## config.mk

```make
export PLATFORM = sky130hd
export DESIGN_NAME = write_address_gen_flat
export DESIGN_NICKNAME = d
export VERILOG_FILES = /design/src/rtl/write_addr_pkg.sv /design/src/rtl/write_address_gen_if.sv /design/src/rtl/addr_counter.sv /design/src/rtl/write_address_gen.sv /design/src/flat_wrapper.sv
export SDC_FILE = /design/constraint.sdc
export NUM_CORES = 1
export LEC_CHECK = 0
export ABC_CLOCK_PERIOD_IN_PS = 3300
export CORE_MARGIN = 8
export CORE_UTILIZATION = 50
export CTS_CLUSTER_SIZE = 8
export DETAILED_ROUTE_END_ITERATION = 16
export DONT_BUFFER_PORTS = 1
export PLACE_DENSITY_LB_ADDON = 0.08
export SLEW_MARGIN = 0
export SYNTH_ARGS = -nofsm -noshare
export SYNTH_HDL_FRONTEND = slang
export SYNTH_SLANG_ARGS = --single-unit
```

## constraint.sdc

```tcl
create_clock -name clk -period 3.3 [get_ports clk]
set_clock_uncertainty 0.15 [all_clocks]
set_input_delay 0.66 -clock clk [delete_from_list [all_inputs] [get_ports clk]]
set_output_delay 0.66 -clock clk [all_outputs]
set_load 0.005 [all_outputs]
```

## src/rtl/write_addr_pkg.sv

```systemverilog
// Shared types and default widths for the matrix read/write address sequencers.
package write_addr_pkg;

  localparam int ROW_W_DEF  = 2;
  localparam int COL_W_DEF  = 2;
  localparam int DATA_W_DEF = 8;

  typedef enum logic [1:0] {
    IDLE = 2'd0,
    RUN  = 2'd1,
    LAST = 2'd2
  } state_e;

endpackage

```

## src/rtl/write_address_gen_if.sv

```systemverilog
// Handshake and write-strobe bundle for write_address_gen.
// WRITE_ADDR_TRANSPOSE_EN adds the transpose request line.
interface write_address_gen_if
  import write_addr_pkg::*;
#(
  parameter int ROW_W  = ROW_W_DEF,
  parameter int COL_W  = COL_W_DEF,
  parameter int DATA_W = DATA_W_DEF
);
  logic              start;
  logic              abort;
`ifdef WRITE_ADDR_TRANSPOSE_EN
  logic              transpose;
`endif
  logic              in_valid;
  logic [DATA_W-1:0] in_data;
  logic              in_ready;
  logic              wr_en;
  logic [ROW_W-1:0]  wr_i;
  logic [COL_W-1:0]  wr_j;
  logic [DATA_W-1:0] wr_data;
  logic              busy;
  logic              done;

  modport master (
    output start, abort, in_valid, in_data,
`ifdef WRITE_ADDR_TRANSPOSE_EN
    output transpose,
`endif
    input  in_ready, wr_en, wr_i, wr_j, wr_data, busy, done
  );

  modport slave (
    input  start, abort, in_valid, in_data,
`ifdef WRITE_ADDR_TRANSPOSE_EN
    input  transpose,
`endif
    output in_ready, wr_en, wr_i, wr_j, wr_data, busy, done
  );
endinterface

```

## src/rtl/addr_counter.sv

```systemverilog
// Frame beat counter with row/col split; WRITE_ADDR_TRANSPOSE_EN adds a
// column-major swap (square buffers only).
module addr_counter
  import write_addr_pkg::*;
#(
  parameter int ROW_W = ROW_W_DEF,
  parameter int COL_W = COL_W_DEF
) (
  input  logic             clk,
  input  logic             rst,
  input  logic             clr,
  input  logic             inc,
`ifdef WRITE_ADDR_TRANSPOSE_EN
  input  logic             swap,
`endif
  output logic [ROW_W-1:0] cnt_i,
  output logic [COL_W-1:0] cnt_j,
  output logic             last
);
  localparam int CW = ROW_W + COL_W;

  logic [CW-1:0] cnt;

  // Natural wrap after the all-ones beat leaves the counter at 0 for the next frame.
  always_ff @(posedge clk or posedge rst) begin
    if (rst)      cnt <= '0;
    else if (clr) cnt <= '0;
    else if (inc) cnt <= cnt + CW'(1);
  end

  assign last = &cnt;

`ifdef WRITE_ADDR_TRANSPOSE_EN
  generate
    if (ROW_W == COL_W) begin : g_swap
      assign cnt_i = swap ? cnt[ROW_W-1:0]  : cnt[CW-1:COL_W];
      assign cnt_j = swap ? cnt[CW-1:ROW_W] : cnt[COL_W-1:0];
    end else begin : g_noswap
      logic unused_swap;
      assign unused_swap = swap;
      assign cnt_i = cnt[CW-1:COL_W];
      assign cnt_j = cnt[COL_W-1:0];
    end
  endgenerate
`else
  assign cnt_i = cnt[CW-1:COL_W];
  assign cnt_j = cnt[COL_W-1:0];
`endif

endmodule

```

## src/rtl/write_address_gen.sv

```systemverilog
// Write-side address sequencer: accepted beats become registered (i,j,data) writes
// one cycle later. Optional macro: WRITE_ADDR_TRANSPOSE_EN (column-major order).
module write_address_gen
  import write_addr_pkg::*;
#(
  parameter int ROW_W  = ROW_W_DEF,
  parameter int COL_W  = COL_W_DEF,
  parameter int DATA_W = DATA_W_DEF
) (
  input  logic               clk,
  input  logic               rst,
  write_address_gen_if.slave bus
);
  state_e            state;
  logic              acc, clr, last;
  logic [ROW_W-1:0]  cnt_i;
  logic [COL_W-1:0]  cnt_j;
  logic              wr_en_q, done_q;
  logic [ROW_W-1:0]  wr_i_q;
  logic [COL_W-1:0]  wr_j_q;
  logic [DATA_W-1:0] wr_data_q;

  // Abort wins over start in IDLE and blocks acceptance in RUN.
  assign bus.in_ready = (state == RUN) && !bus.abort;
  assign acc          = bus.in_valid && bus.in_ready;
  assign clr          = ((state == IDLE) && bus.start && !bus.abort) ||
                        ((state == RUN) && bus.abort);

`ifdef WRITE_ADDR_TRANSPOSE_EN
  logic tr_q;

  always_ff @(posedge clk or posedge rst) begin
    if (rst)                                         tr_q <= 1'b0;
    else if ((state == IDLE) && bus.start && !bus.abort) tr_q <= bus.transpose;
  end
`endif

  addr_counter #(.ROW_W(ROW_W), .COL_W(COL_W)) u_cnt (
    .clk   (clk),
    .rst   (rst),
    .clr   (clr),
    .inc   (acc),
`ifdef WRITE_ADDR_TRANSPOSE_EN
    .swap  (tr_q),
`endif
    .cnt_i (cnt_i),
    .cnt_j (cnt_j),
    .last  (last)
  );

  always_ff @(posedge clk or posedge rst) begin
    if (rst) begin
      state     <= IDLE;
      wr_en_q   <= 1'b0;
      done_q    <= 1'b0;
      wr_i_q    <= '0;
      wr_j_q    <= '0;
      wr_data_q <= '0;
    end else begin
      wr_en_q <= acc;
      done_q  <= acc && last;
      if (acc) begin
        wr_i_q    <= cnt_i;
        wr_j_q    <= cnt_j;
        wr_data_q <= bus.in_data;
      end
      unique case (state)
        IDLE:    if (bus.start && !bus.abort) state <= RUN;
        RUN:     if (bus.abort)               state <= IDLE;
                 else if (acc && last)        state <= LAST;
        LAST:    state <= IDLE;
        default: state <= IDLE;
      endcase
    end
  end

  assign bus.wr_en   = wr_en_q;
  assign bus.wr_i    = wr_i_q;
  assign bus.wr_j    = wr_j_q;
  assign bus.wr_data = wr_data_q;
  assign bus.done    = done_q;
  assign bus.busy    = (state != IDLE);

endmodule

```

## src/flat_wrapper.sv

```systemverilog
// flat-port wrapper written by rule: the top's interface ports become plain ports
module write_address_gen_flat import write_addr_pkg::*;
#(
  parameter int ROW_W  = ROW_W_DEF,
  parameter int COL_W  = COL_W_DEF,
  parameter int DATA_W = DATA_W_DEF
)
  (clk, rst, bus_start, bus_abort, bus_in_valid, bus_in_data, bus_in_ready, bus_wr_en, bus_wr_i, bus_wr_j, bus_wr_data, bus_busy, bus_done);
  write_address_gen_if #(.ROW_W(ROW_W), .COL_W(COL_W), .DATA_W(DATA_W)) bus_i ();
  input  logic clk;
  input  logic rst;
  input wire logic [$bits(bus_i.start)-1:0] bus_start;
  input wire logic [$bits(bus_i.abort)-1:0] bus_abort;
  input wire logic [$bits(bus_i.in_valid)-1:0] bus_in_valid;
  input wire logic [$bits(bus_i.in_data)-1:0] bus_in_data;
  output wire logic [$bits(bus_i.in_ready)-1:0] bus_in_ready;
  output wire logic [$bits(bus_i.wr_en)-1:0] bus_wr_en;
  output wire logic [$bits(bus_i.wr_i)-1:0] bus_wr_i;
  output wire logic [$bits(bus_i.wr_j)-1:0] bus_wr_j;
  output wire logic [$bits(bus_i.wr_data)-1:0] bus_wr_data;
  output wire logic [$bits(bus_i.busy)-1:0] bus_busy;
  output wire logic [$bits(bus_i.done)-1:0] bus_done;
  assign bus_i.start = bus_start;
  assign bus_i.abort = bus_abort;
  assign bus_i.in_valid = bus_in_valid;
  assign bus_i.in_data = bus_in_data;
  assign bus_in_ready = bus_i.in_ready;
  assign bus_wr_en = bus_i.wr_en;
  assign bus_wr_i = bus_i.wr_i;
  assign bus_wr_j = bus_i.wr_j;
  assign bus_wr_data = bus_i.wr_data;
  assign bus_busy = bus_i.busy;
  assign bus_done = bus_i.done;
  write_address_gen #(.ROW_W(ROW_W), .COL_W(COL_W), .DATA_W(DATA_W)) u_core (.clk(clk), .rst(rst), .bus(bus_i));
endmodule
```

==> results of run 1 <==
final cells by class:
cell class              count  area, µm²  share of cell area, %
inverters                   3       11.3                   1.34
well taps                  16       20.0                   2.38
multi-input cells          61        280                   33.3
flip-flops and latches     20        500                   59.4
clock buffers               3       22.5                   2.67
repair buffers              1       7.51                  0.892
layer usage:
layer	routed length (µm)	up-vias	global-route usage, %	part of all wire (%)
li1	-	283	-	-
met1	664	258	10.5	42
met2	759	17	15.1	48
met3	130	4	5.71	8.2
met4	28	0	5.15	1.8
met5	0	-	0	0
power by group:
part | switching, W | leakage, nW | internal (W) | total (W)
clock | 0.0000687 | 0.0138 | 0.0000425 | 0.000111
sequential | 0.0000206 | 0.265 | 0.000270 | 0.000291
combinational | 0.0000234 | 0.161 | 0.0000146 | 0.0000380
total | 0.000113 | 0.440 | 0.000327 | 0.000440
stage by stage:
stage	total power, W	setup WS [ns]
floorplan	0.000324	1.62
global placement	0.000334	1.20
detailed placement	0.000336	1.13
CTS	0.000447	1.36
global route	0.000464	1.18
finish	0.000440	1.35
registers in the layout, indices dropped and copies added, names as in the netlist:
name,count
u_core.state,2
u_core.bus.wr_data,8
u_core.bus.done,1
u_core.u_cnt.cnt,4
u_core.bus.wr_i,2
u_core.bus.wr_en,1
u_core.bus.wr_j,2
cell families after synthesis:
kind of cell	after synthesis
XOR/XNOR	1
adder cells (fa/ha/maj)	1
AND/OR/NAND/NOR	52
AO/OA/AOI/OAI	7
flip-flops	20
buffers and inverters	6
how the worst min path moves through the flow:
stage                           from                     to
2_1_floorplan        u_core.state[1]        u_core.state[0]
3_3_place_gp   u_core.bus.wr_data[3]  u_core.bus.wr_data[3]
3_5_place_dp         u_core.state[1]        u_core.state[0]
4_1_cts                          rst  u_core.bus.wr_data[2]
5_1_grt                          rst  u_core.bus.wr_data[2]
6_report                         rst  u_core.bus.wr_data[2]
cell usage in the layout, fill, tap and decap left out:
master,n
nand4bb_1,1
dfrtp_1,20
or3_1,2
nor3b_1,1
inv_1,3
clkbuf_4,3
o22ai_1,1
or2_2,1
or3b_2,1
a21oi_1,4
nand2_1,40
xnor2_1,1
buf_4,1
nor3_1,1
nor2_1,3
o21ai_0,2
ha_1,1
nand3_1,2
==> metrics.yaml, run 1 <==
status: "finished clean"
synthArstFlopShare_pct: 100
finalSetupTns_ns: 0
coreArea_mm2: 0.00151
path_depth: 4
yosys_warnings: 0
wl_per_cell_um: 15.2
clock_path_buffers: 2
crit_path_end: "u_core.u_cnt.cnt[0]"
clkTransAtPathRegs_ns: 0.10
synth_edf_count: 0
utilization_pct: 55.9
worstMarginPinSlew_ns: 0.723
gp_congestion: 0.755
synth.area.top_cells: "dfrtp_1 (62%), nand2_1 (19%), a21oi_1 (2.5%)"
die_w_um: 56.2
seq_area_frac_synth_pct: 61.8
drive_above_1_share_pct: 6.82
nNetsFinal: 104
viasPerCell: 5.40
synth_top_family_by_area: "simple AND/OR/NAND/NOR gates"
dpl_cell_area_um2: 820
reg2reg_from: "u_core.state[1]"
yosys_register_bits: 20
grt_pass1_vias: 543
cap_violations: 0
dp_hpwl_mm: 1.13
worstSetupPathType: "reg -> reg"
synth_area_per_cell_um2: 9.30
grt_pass1_wl_mm: 2.53
root_buffer: "clkbuf_4"
cp-start-kind: "flop"
wirelength_mm: 1.58
crit_path_cell_trace: "nand4bb_1, inv_1, xnor2_1, nor2_1"
yosysMostFrequentCell: "nand2_1"
slowest_delay_ns: 0.53
yosysTopAreaCellShare_pct: 61.8
yosys.area_share.simple_pct: 27.5
setup_viol: 0
cp-startpoint: "u_core.state[1]"
cts_sinks: 20
cts_hold_buf: 0
holdWs_ns: 0.209
postCtsSetupRepairBufs: 0
dp.cells: 101
via_count: 562
ioPinCount: 29
reg2regPathDepth: 4
numCtsBuffers: 3
finalInstanceArea_um2: 842
r2r-end: "u_core.u_cnt.cnt[0]"
crit_required_ns: 3.33
cts_resized: 0
dieArea_mm2: 0.00316
path_buf_inv: 1
first_pass_iters: 4
numPortBuffers: 0
path_max_fanout: 15
h-tree-depth: 1
drtAntennaViolNets: 0
muxShareOfSynthArea_pct: 0
max-vdd-ir-drop_mv: 0.319
syn_area_um2: 810
hold_viol_final: 0
slowest_stage: "inv_1"
fp-row-count: 14
syn-instance-count: 87
grt_max_degree: 21
period_minus_slack_ns: 1.95
grt_remaining_overflow: 0
track_usage_pct: 9.86
critPathTopFamily: "simple AND/OR/NAND/NOR gates"
fin_crit_sh_pct: 59.1
syn_nets: 101
drc_errors: 0
synth_compound_area_share_pct: 4.48
worst_hold_path_type: "in -> async"
syn2layout_area_growth_pct: 4.02
report.final.slew_viol_count: 0
yosys.area.top_type: "dfrtp_1"
cts_tree: "built"
diodes: 0
slew_headroom_pct: 51.7
synth_common_cells: "nand2_1 (40), dfrtp_1 (20), a21oi_1 (4), inv_1 (3), nor2_1 (3)"
max_freq_ghz: 0.513
fin_cells: 104
reg2reg_slack_ns: 1.35
nFillCells: 138
insertion_delay_ns: 0.29
synthXorXnorAreaFrac_pct: 1.08
start_util_pct: 53.7
power_density_mw_per_mm2: 522
antenna_found_initial: 0
synth_flop_cell: "dfrtp_1"
endpoint_kind: "flop"
leakage_nw: 0.440
synthAdderAreaFrac_pct: 1.55
fp.dieH_um: 56.2
rsz0062_at_grt: "false"
drtIter0Drc: 10
synthDistinctLibCells: 18
worst_ep_arrival_time_ns: 1.98
Power figures use the tool's default switching activity.
==> inputs of run 2 (changes only) <==
- ABC_CLOCK_PERIOD_IN_PS: 3300 -> 1800
- clock period: 3.3 -> 1.8 ns (I/O delays scaled with it)
==> metrics.yaml, run 2 (synthesis results as in run 1) <==
reg2regPathDepth: 3  # -1
hold_viol_final: 0  # unchanged
max-vdd-ir-drop_mv: 0.643  # +100%
endpoint_kind: "flop"
worstMarginPinSlew_ns: 0.338  # -0.385 ns
finalSetupTns_ns: 0  # unchanged
track_usage_pct: 11.3  # +1.5 points
via_count: 616  # +9.6%
fp-row-count: 14  # unchanged
worst_ep_arrival_time_ns: 1.63  # -0.35 ns
min_to: "u_core.bus.wr_data[1]"
dpl_cell_area_um2: 842  # +2.7%
leakage_nw: 0.506  # +15%
pwr-share-comb_pct: 9.1  # +0.5 points
reg2reg_from: "u_core.state[0]"
fp.dieH_um: 56.2  # unchanged
dp.cells: 104  # +3.0%
dieArea_mm2: 0.00316  # unchanged
nFillCells: 123  # -11%
numCtsBuffers: 3  # unchanged
slew_headroom_pct: 77.5  # +26 points
drive_above_1_share_pct: 9.90  # +3.1 points
slowest_delay_ns: 0.48  # -0.05 ns
antenna_found_initial: 0  # unchanged
layout_common_cells: "nand2_1 (40), dfrtp_1 (20), dlygate4sd3_1 (9)"
wirelength_mm: 1.78  # +12%
ioPinCount: 29  # unchanged
grt_pass1_vias: 604  # +11%
h-tree-depth: 1  # unchanged
max_freq_ghz: 0.626  # +22%
cts_resized: 0  # unchanged
cts_sinks: 20  # unchanged
fin_cells: 117  # +13%
first_pass_iters: 4  # unchanged
p_seq_share_pct: 54.0  # -12 points
largest_reg_flops: 8  # unchanged
grt_max_degree: 20  # -4.8%
hold_depth: 2
worst_hold_path_type: "in -> reg"
r2r-end: "u_core.u_cnt.cnt[0]"
cap_violations: 0  # unchanged
worstSetupPathType: "reg -> reg"
clock_path_buffers: 2  # unchanged
crit_path_cell_trace: "or3b_2, a21oi_1, nor2_1"
insertion_delay_ns: 0.31  # +0.02 ns
grt_pass1_wl_mm: 2.90  # +15%
gp_congestion: 0.785  # +3.9%
drtAntennaViolNets: 0  # unchanged
fin_crit_sh_pct: 88.8  # +30 points
coreArea_mm2: 0.00151  # unchanged
wl_per_cell_um: 15.2  # about the same
crit_required_ns: 1.83  # -1.50 ns
start_util_pct: 53.7  # unchanged
cts_tree: "built"
status: "finished clean"
final_common_cell: "nand2_1"
grt_remaining_overflow: 0  # unchanged
path_max_fanout: 7  # -8
p_switching_w: 0.000227  # +100%
hold_start: "bus_in_data[1]"
drtIter0Drc: 13  # +3
die_w_um: 56.2  # unchanged
power_density_mw_per_mm2: 1010  # +93%
utilization_pct: 65.4  # +9.5 points
rsz0062_at_grt: "false"
clkTransAtPathRegs_ns: 0.12  # +0.02 ns
viasPerCell: 5.26  # -2.6%
root_buffer: "clkbuf_4"
reg2reg_slack_ns: 0.20  # -1.15 ns
nNetsFinal: 116  # +12%
diodes: 0  # unchanged
report.final.slew_viol_count: 0  # unchanged
drc_errors: 0  # unchanged
numPortBuffers: 0  # unchanged
setup_viol: 0  # unchanged
slowest_stage: "or3b_2"
finalInstanceArea_um2: 985  # +17%
p_sw_share_pct: 22.9  # -2.7 points
period_minus_slack_ns: 1.60  # -0.353 ns
intPower_w: 0.000763  # +130%
clockPowerShare_pct: 36.8  # +12 points
syn2layout_area_growth_pct: 21.6
cp-start-kind: "flop"
dp_hpwl_mm: 1.25  # +10%
-- run 2: worst max-delay path by stage --
stage,to,cells after the start,slack (ns),start
finish,u_core.u_cnt.cnt[0],3,0.20,u_core.state[0]
floorplan,u_core.u_cnt.cnt[0],3,0.37,u_core.state[0]
CTS,u_core.u_cnt.cnt[0],3,0.22,u_core.state[0]
global route,u_core.u_cnt.cnt[1],3,0.10,u_core.state[0]
detailed placement,u_core.u_cnt.cnt[0],3,0.24,u_core.state[0]
global placement,u_core.u_cnt.cnt[0],3,0.25,u_core.state[0]
-- run 2: critical path: cells and delay by family (launching register included) --
kind | cells | cell delay (ns)
simple gates | 2 | 0.57
compound gates | 1 | 0.30
flops | 1 | 0.46
-- run 2: repair_timing --
| action | CTS | global route |
|---|---|---|
| buffers inserted | 0 | 0 |
| hold endpoints to repair | 26 | 2 |
| hold buffers | 7 | 2 |
-- run 2: area by class of cell --
| type | count | area (µm²) | share of cell area [%] |
|---|---|---|---|
| sequential | 20 | 500 | 50.8 |
| multi-input combinational | 61 | 280 | 28.5 |
| timing repair buffer | 13 | 120 | 12.2 |
| clock inverter | 1 | 30.0 | 3.05 |
| clock buffer | 3 | 22.5 | 2.29 |
| tap | 16 | 20.0 | 2.03 |
| inverter | 3 | 11.3 | 1.14 |
-- run 2: power by group through the flow --
stage | clock [W] | combinational [W] | sequential [W]
global route | 0.000392 | 0.000105 | 0.000543
CTS | 0.000369 | 0.0000875 | 0.000537
detailed placement | 0 | 0.0000750 | 0.000546
global placement | 0 | 0.0000724 | 0.000544
floorplan | 0 | 0.0000604 | 0.000533
finish | 0.000365 | 0.0000905 | 0.000535
-- run 2: metal layers --
layer	part of all wire [%]	GRT usage, %
met5	0	0
met4	1.7	5.15
met3	6.9	4.79
met2	49	19.0
met1	42	11.9
-- run 2: metrics by stage --
stage | setup WS, ns | total power [W] | hold WS (ns)
after floorplan | 0.367 | 0.000593 | 0.174
after global placement | 0.252 | 0.000617 | -0.0498
after detailed placement | 0.236 | 0.000621 | -0.0460
after CTS | 0.219 | 0.000993 | 0.000993
after global routing | 0.100 | 0.00104 | 0.00915
final | 0.202 | 0.000991 | 0.00257
